### src/rtl/desc_norm_sched.sv
// desc_norm_sched: buffers one int8 descriptor, accumulates its sum of
// squares, obtains a reciprocal-sqrt factor from an external unit and
// replays the buffered beats to the int8 normaliser with the factor held.
//
// Handshakes: a transfer happens on a rising clk edge where valid and ready
// are both high; a source keeps valid and data stable while ready is low.
// rsqrt_resp_valid is the one exception: a single-cycle pulse with no ready,
// honoured only while waiting for the factor.
module desc_norm_sched #(
  parameter int BEATS = 32,
  parameter int SUMW  = 24
) (
  input  logic            clk,
  input  logic            rstn,
  input  logic [63:0]     s_axis_desc_tdata,
  input  logic            s_axis_desc_tvalid,
  input  logic            s_axis_desc_tlast,
  output logic            s_axis_desc_tready,
  output logic            rsqrt_req_valid,
  output logic [SUMW-1:0] rsqrt_req_data,
  input  logic            rsqrt_req_ready,
  input  logic            rsqrt_resp_valid,
  input  logic [23:0]     rsqrt_resp_data,
  output logic [23:0]     reciprocal_squa_root,
  output logic [63:0]     m_axis_raw_tdata,
  output logic            m_axis_raw_tvalid,
  output logic            m_axis_raw_tlast,
  input  logic            m_axis_raw_tready,
  output logic            busy,
  output logic            len_err,
  output logic            desc_done,
  output logic [2:0]      dbg_state_o
);

  localparam int PW = (BEATS > 1) ? $clog2(BEATS) : 1;
  localparam logic [PW-1:0] LAST_IDX = PW'(BEATS - 1);

  typedef enum logic [2:0] {
    IDLE = 3'd0,
    LOAD = 3'd1,
    REQ  = 3'd2,
    WAIT = 3'd3,
    PLAY = 3'd4
  } state_t;

  state_t          state_q, state_d;
  logic [PW-1:0]   wr_ptr_q, wr_ptr_d;
  logic [PW-1:0]   rd_ptr_q, rd_ptr_d;
  logic [SUMW-1:0] sum_q, sum_d;
  logic [23:0]     factor_q, factor_d;
  logic            len_err_q, len_err_d;
  logic            tready_q, tready_d;
  logic [63:0]     buf_q [BEATS];

  logic            in_fire;
  logic            out_fire;
  logic            load_full;
  logic [PW-1:0]   wr_idx;
  logic [SUMW-1:0] beat_sq;

  // Sum of the eight signed byte squares of one beat; each square fits 15 bits.
  function automatic logic [SUMW-1:0] beat_sumsq(input logic [63:0] beat);
    logic [SUMW-1:0]    acc;
    logic signed [15:0] bx;
    logic [15:0]        sq;
    acc = '0;
    for (int k = 0; k < 8; k++) begin
      bx  = {{8{beat[8*k+7]}}, beat[8*k +: 8]};
      sq  = bx * bx;
      acc = acc + SUMW'(sq);
    end
    return acc;
  endfunction

  function automatic logic [PW-1:0] ptr_inc(input logic [PW-1:0] p);
    return (p == LAST_IDX) ? '0 : p + 1'b1;
  endfunction

  // A wrapped write pointer while in LOAD means every beat has arrived:
  // this is the single post-load decision cycle.
  assign load_full = (state_q == LOAD) && (wr_ptr_q == '0);
  assign in_fire   = s_axis_desc_tvalid && tready_q;
  assign out_fire  = (state_q == PLAY) && m_axis_raw_tready;
  assign wr_idx    = (state_q == IDLE) ? '0 : wr_ptr_q;
  assign beat_sq   = beat_sumsq(s_axis_desc_tdata);

  // Next-state and datapath updates for the descriptor sequencer.
  always_comb begin
    state_d   = state_q;
    wr_ptr_d  = wr_ptr_q;
    rd_ptr_d  = rd_ptr_q;
    sum_d     = sum_q;
    factor_d  = factor_q;
    len_err_d = len_err_q;
    case (state_q)
      IDLE, LOAD: begin
        if (load_full) begin
          if (sum_q == '0) begin
            factor_d = '0;
            rd_ptr_d = '0;
            state_d  = PLAY;
          end else begin
            state_d = REQ;
          end
        end else if (in_fire) begin
          sum_d    = (state_q == IDLE) ? beat_sq : sum_q + beat_sq;
          wr_ptr_d = ptr_inc(wr_idx);
          state_d  = LOAD;
          if (s_axis_desc_tlast != (wr_idx == LAST_IDX)) len_err_d = 1'b1;
        end
      end
      REQ: begin
        if (rsqrt_req_ready) state_d = WAIT;
      end
      WAIT: begin
        if (rsqrt_resp_valid) begin
          factor_d = rsqrt_resp_data;
          rd_ptr_d = '0;
          state_d  = PLAY;
        end
      end
      PLAY: begin
        if (out_fire) begin
          rd_ptr_d = ptr_inc(rd_ptr_q);
          if (rd_ptr_q == LAST_IDX) state_d = IDLE;
        end
      end
      default: state_d = IDLE;
    endcase
    tready_d = (state_d == IDLE) || ((state_d == LOAD) && (wr_ptr_d != '0));
  end

  // State, pointer, sum and factor registers with synchronous reset.
  always_ff @(posedge clk) begin
    if (!rstn) begin
      state_q   <= IDLE;
      wr_ptr_q  <= '0;
      rd_ptr_q  <= '0;
      sum_q     <= '0;
      factor_q  <= '0;
      len_err_q <= 1'b0;
      tready_q  <= 1'b0;
    end else begin
      state_q   <= state_d;
      wr_ptr_q  <= wr_ptr_d;
      rd_ptr_q  <= rd_ptr_d;
      sum_q     <= sum_d;
      factor_q  <= factor_d;
      len_err_q <= len_err_d;
      tready_q  <= tready_d;
    end
  end

  // Descriptor buffer; contents need no reset since pointers gate every use.
  always_ff @(posedge clk) begin
    if (in_fire) buf_q[wr_idx] <= s_axis_desc_tdata;
  end

  assign s_axis_desc_tready   = tready_q;
  assign rsqrt_req_valid      = (state_q == REQ);
  assign rsqrt_req_data       = sum_q;
  assign reciprocal_squa_root = factor_q;
  assign m_axis_raw_tvalid    = (state_q == PLAY);
  assign m_axis_raw_tdata     = buf_q[rd_ptr_q];
  assign m_axis_raw_tlast     = (state_q == PLAY) && (rd_ptr_q == LAST_IDX);
  assign desc_done            = out_fire && (rd_ptr_q == LAST_IDX);
  assign busy                 = (state_q != IDLE);
  assign len_err              = len_err_q;
  assign dbg_state_o          = state_q;

endmodule
### config.mk
export PLATFORM = sky130hd
export DESIGN_NAME = desc_norm_sched
export DESIGN_NICKNAME = d
export VERILOG_FILES = /design/src/rtl/desc_norm_sched.sv
export SDC_FILE = /design/constraint.sdc
export NUM_CORES = 2
export LEC_CHECK = 0
export CORE_MARGIN = 2
export CORE_UTILIZATION = 50
export DETAILED_ROUTE_END_ITERATION = 8
export GPL_TIMING_DRIVEN = 0
export PLACE_DENSITY = 0.64
export RECOVER_POWER = 25
export SLEW_MARGIN = 20
export SYNTH_ARGS = -nofsm -noshare
export SYNTH_HDL_FRONTEND = slang
export SYNTH_SLANG_ARGS = --single-unit
### constraint.sdc
create_clock -name clk -period 30.9 [get_ports clk]
set_clock_uncertainty 0.05 [all_clocks]
set_input_delay 6.18 -clock clk [delete_from_list [all_inputs] [get_ports clk]]
set_output_delay 6.18 -clock clk [all_outputs]
set_load 0.02 [all_outputs]
==> impl_metrics.ini <==
[critical_path]
start_kind = input pin
crit_top_cell = fa_1
cp_slowest_cell = clkbuf_1
crit_fanout = 36
end_kind = flop
crit_buf_inv = 9
critPathMaxStageDelay_ps = 1460
worstPathArrival_ps = 18060
cp.required_ps = 31650
worst-setup-path-type = in2reg
cp_top_family = adder cells

[layout]
fin_util = 0.581
syn2layout_area_growth_pct = 15.1
nets = 7050
drive_above_1_share = 0.201
final_area_sq_um = 116000
n_fill_cell = 15034

[sta]
relSlewSlack = -0.389
slew_violations = 1239
fin_crit_ps = 17310
setup_tns_ps = 0
hold_viol = 0
tightest_slew_ps = 2080
fmax_mhz = 57.8
layout_setup_ws_ps = 13590
fin_crit_sh = 0.560
setup_viol = 0
rsz0062_at_grt = false

[grt]
antenna_found_initial = 11
globalRouteMet3Util = 0.0394
grtUsageMet1 = 0.354
grt.busiest_layer = met2
grt_usage = 0.250
gr-total-overflow = 0
grt_pass1_wl_um = 371000
grt_max_degree = 44
use_met2 = 0.409
grt_pass1_vias = 54707

[logic_synthesis]
yosys.area.top_type = edfxtp_1
yosysWarnings = 0
synth_edf_count = 2048
seq_area_frac_synth = 0.623
synth_area_per_cell_sq_um = 17.9
synthTopCellsByArea = edfxtp_1 61%, mux4_2 14%, fa_1 8.9%
async_flop_share = 0
synth_cell_types = 67
synth_cells = 5647
synth_fp_nets = 6461
netlist_area_sq_um = 101000
synth-main-ff-cell = edfxtp_1
synth_top_cell_area_share = 0.609
synth-seq-cells = 2116

[clock_tree]
cts_buffers = 207
post_cts_resized = 0
postCtsSetupRepairBufs = 0
path_clk_slew_ps = 70
cts_sinks = 2116
cts_tree = done
insertion_delay_ps = 860
cts_root_buf = clkbuf_16
h-tree-depth = 4
clock_path_buffers = 3
cts_hold_buf = 0

[outcome]
violations = max-capacitance violations, max-slew violations
status = finished, violations left

[worst_hold_path]
hold_class = reg2reg

[route]
remaining_drc_errors = 0
via_count = 53275
wl_um = 252000
wl_per_cell_um = 27.8
drt_pass1_iterations = 5
drt_iter0_markers = 5849
antenna_left = 0
via_per_inst = 5.88

[placed_design]
post-place-ws_ps = 12980
gp_congestion = 0.829
portBuffers = 215
dpl.hpwl_um = 178000
place_area_sq_um = 110000

[floorplan]
start_util = 0.504
die_w_um = 453
io_pins = 217
die_area_sq_um = 206000
core_sq_um = 200000
rows = 164
die_h_um = 453

[run]
cap_viol_max_count = 33
==> cells in the mapped netlist, types with 7 or more instances <==
library cell,count
and2_1,104
o211ai_1,12
a21o_1,22
xor2_1,39
a21boi_0,9
mux2_2,67
clkbuf_1,134
or3_1,7
nor3_1,24
nand3_1,58
o31ai_1,9
fa_1,450
o21bai_1,10
a21oi_1,125
nand2_1,212
buf_1,26
a211oi_1,13
and3_1,14
a31oi_1,11
a2111oi_0,8
o21ai_0,65
buf_2,54
nor4_1,11
ha_1,269
or2_2,11
nor2b_1,40
nor2_1,159
dfxtp_1,68
nand2b_1,28
mux4_2,640
nand4_1,9
inv_1,660
o21a_1,19
xnor2_1,141
edfxtp_1,2048
==> final timing paths <==
path | startpoint | to | slack, ps | cells after the start
worst max-delay path | s_axis_desc_tdata[46] | rsqrt_req_data[23] | 13590 | 40
worst min-delay path | reciprocal_squa_root[11] | reciprocal_squa_root[11] | 430 | 2
worst max register to register | dbg_state_o[0] | buf_q[14][12] | 25500 | 15
worst min register to register | reciprocal_squa_root[11] | reciprocal_squa_root[11] | 430 | 2
==> through the flow <==
stage	hold slack, ps	instances
final	425	9062
after global routing	447	9059
after CTS	428	9058
after detailed placement	419	8683
after global placement	407	8518
after floorplan	426	5647
==> tightest hold or removal path, delay by kind of cell (launching register included) <==
family | cells | cell delay, ps
flip-flops | 1 | 310
AND/OR/NAND/NOR | 1 | 50
AO/OA/AOI/OAI | 1 | 60
==> cell usage in the layout (no fill, tap or decap), types with 24 or more instances in the layout <==
master,instances
fa_1,450
o21ai_0,65
inv_1,660
clkinv_2,32
a21oi_1,125
edfxtp_1,2048
nor2b_1,40
clkbuf_16,209
nand3_1,58
clkbuf_1,240
mux4_2,640
buf_12,55
buf_2,91
nand2b_1,28
clkdlybuf4s50_1,151
ha_1,269
nor2_1,127
nor2_4,32
clkinv_1,42
dfxtp_1,68
nand2_1,212
and2_1,104
xnor2_1,141
mux2_2,67
buf_16,85
xor2_1,39
nor3_1,24
==> sequential cells by signal, summed over array words and instances, names as in the netlist, named ones only <==
signal,flops
buf_q,2048
dbg_state_o,3
len_err,1
rd_ptr_q,5
reciprocal_squa_root,24
rsqrt_req_data,24
s_axis_desc_tready,1
wr_ptr_q,5
==> cells by family (layout without fill, tap and decap cells) <==
logic type	Yosys count	count (layout)	synth area share
buffers and inverters	876	1631	0.0333
AO/OA/AOI/OAI	351	351	0.0222
AND/OR/NAND/NOR	698	698	0.0335
other	0	4	0
multiplexers	707	707	0.150
XOR/XNOR	180	180	0.0156
flip-flops	2116	2116	0.623
adder cells (fa/ha/maj)	719	719	0.123
==> final cells by class <==
| type | instances | area (sq um) | share of cell area |
|---|---|---|---|
| antenna | 4 | 10.0 | 0.0000861 |
| buffer | 215 | 905 | 0.00778 |
| multi-input combinational | 2655 | 35000 | 0.301 |
| inverter | 661 | 2480 | 0.0213 |
| tap | 2656 | 3320 | 0.0286 |
| clock inverter | 104 | 900 | 0.00774 |
| clock buffer | 271 | 5460 | 0.0470 |
| timing repair buffer | 380 | 5330 | 0.0458 |
| sequential | 2116 | 62900 | 0.541 |
==> per-layer routing <==
layer,part of all wire,vias to the layer above,wire length [um]
li1,-,22571,-
met1,0.41,28308,102000
met2,0.49,2080,124000
met3,0.075,314,18800
met4,0.027,2,6800
met5,0.000052,-,13
Power is left out: the tool's default activity adds up to more than one toggle a clock period on the data nets, which glitch-free logic cannot reach.
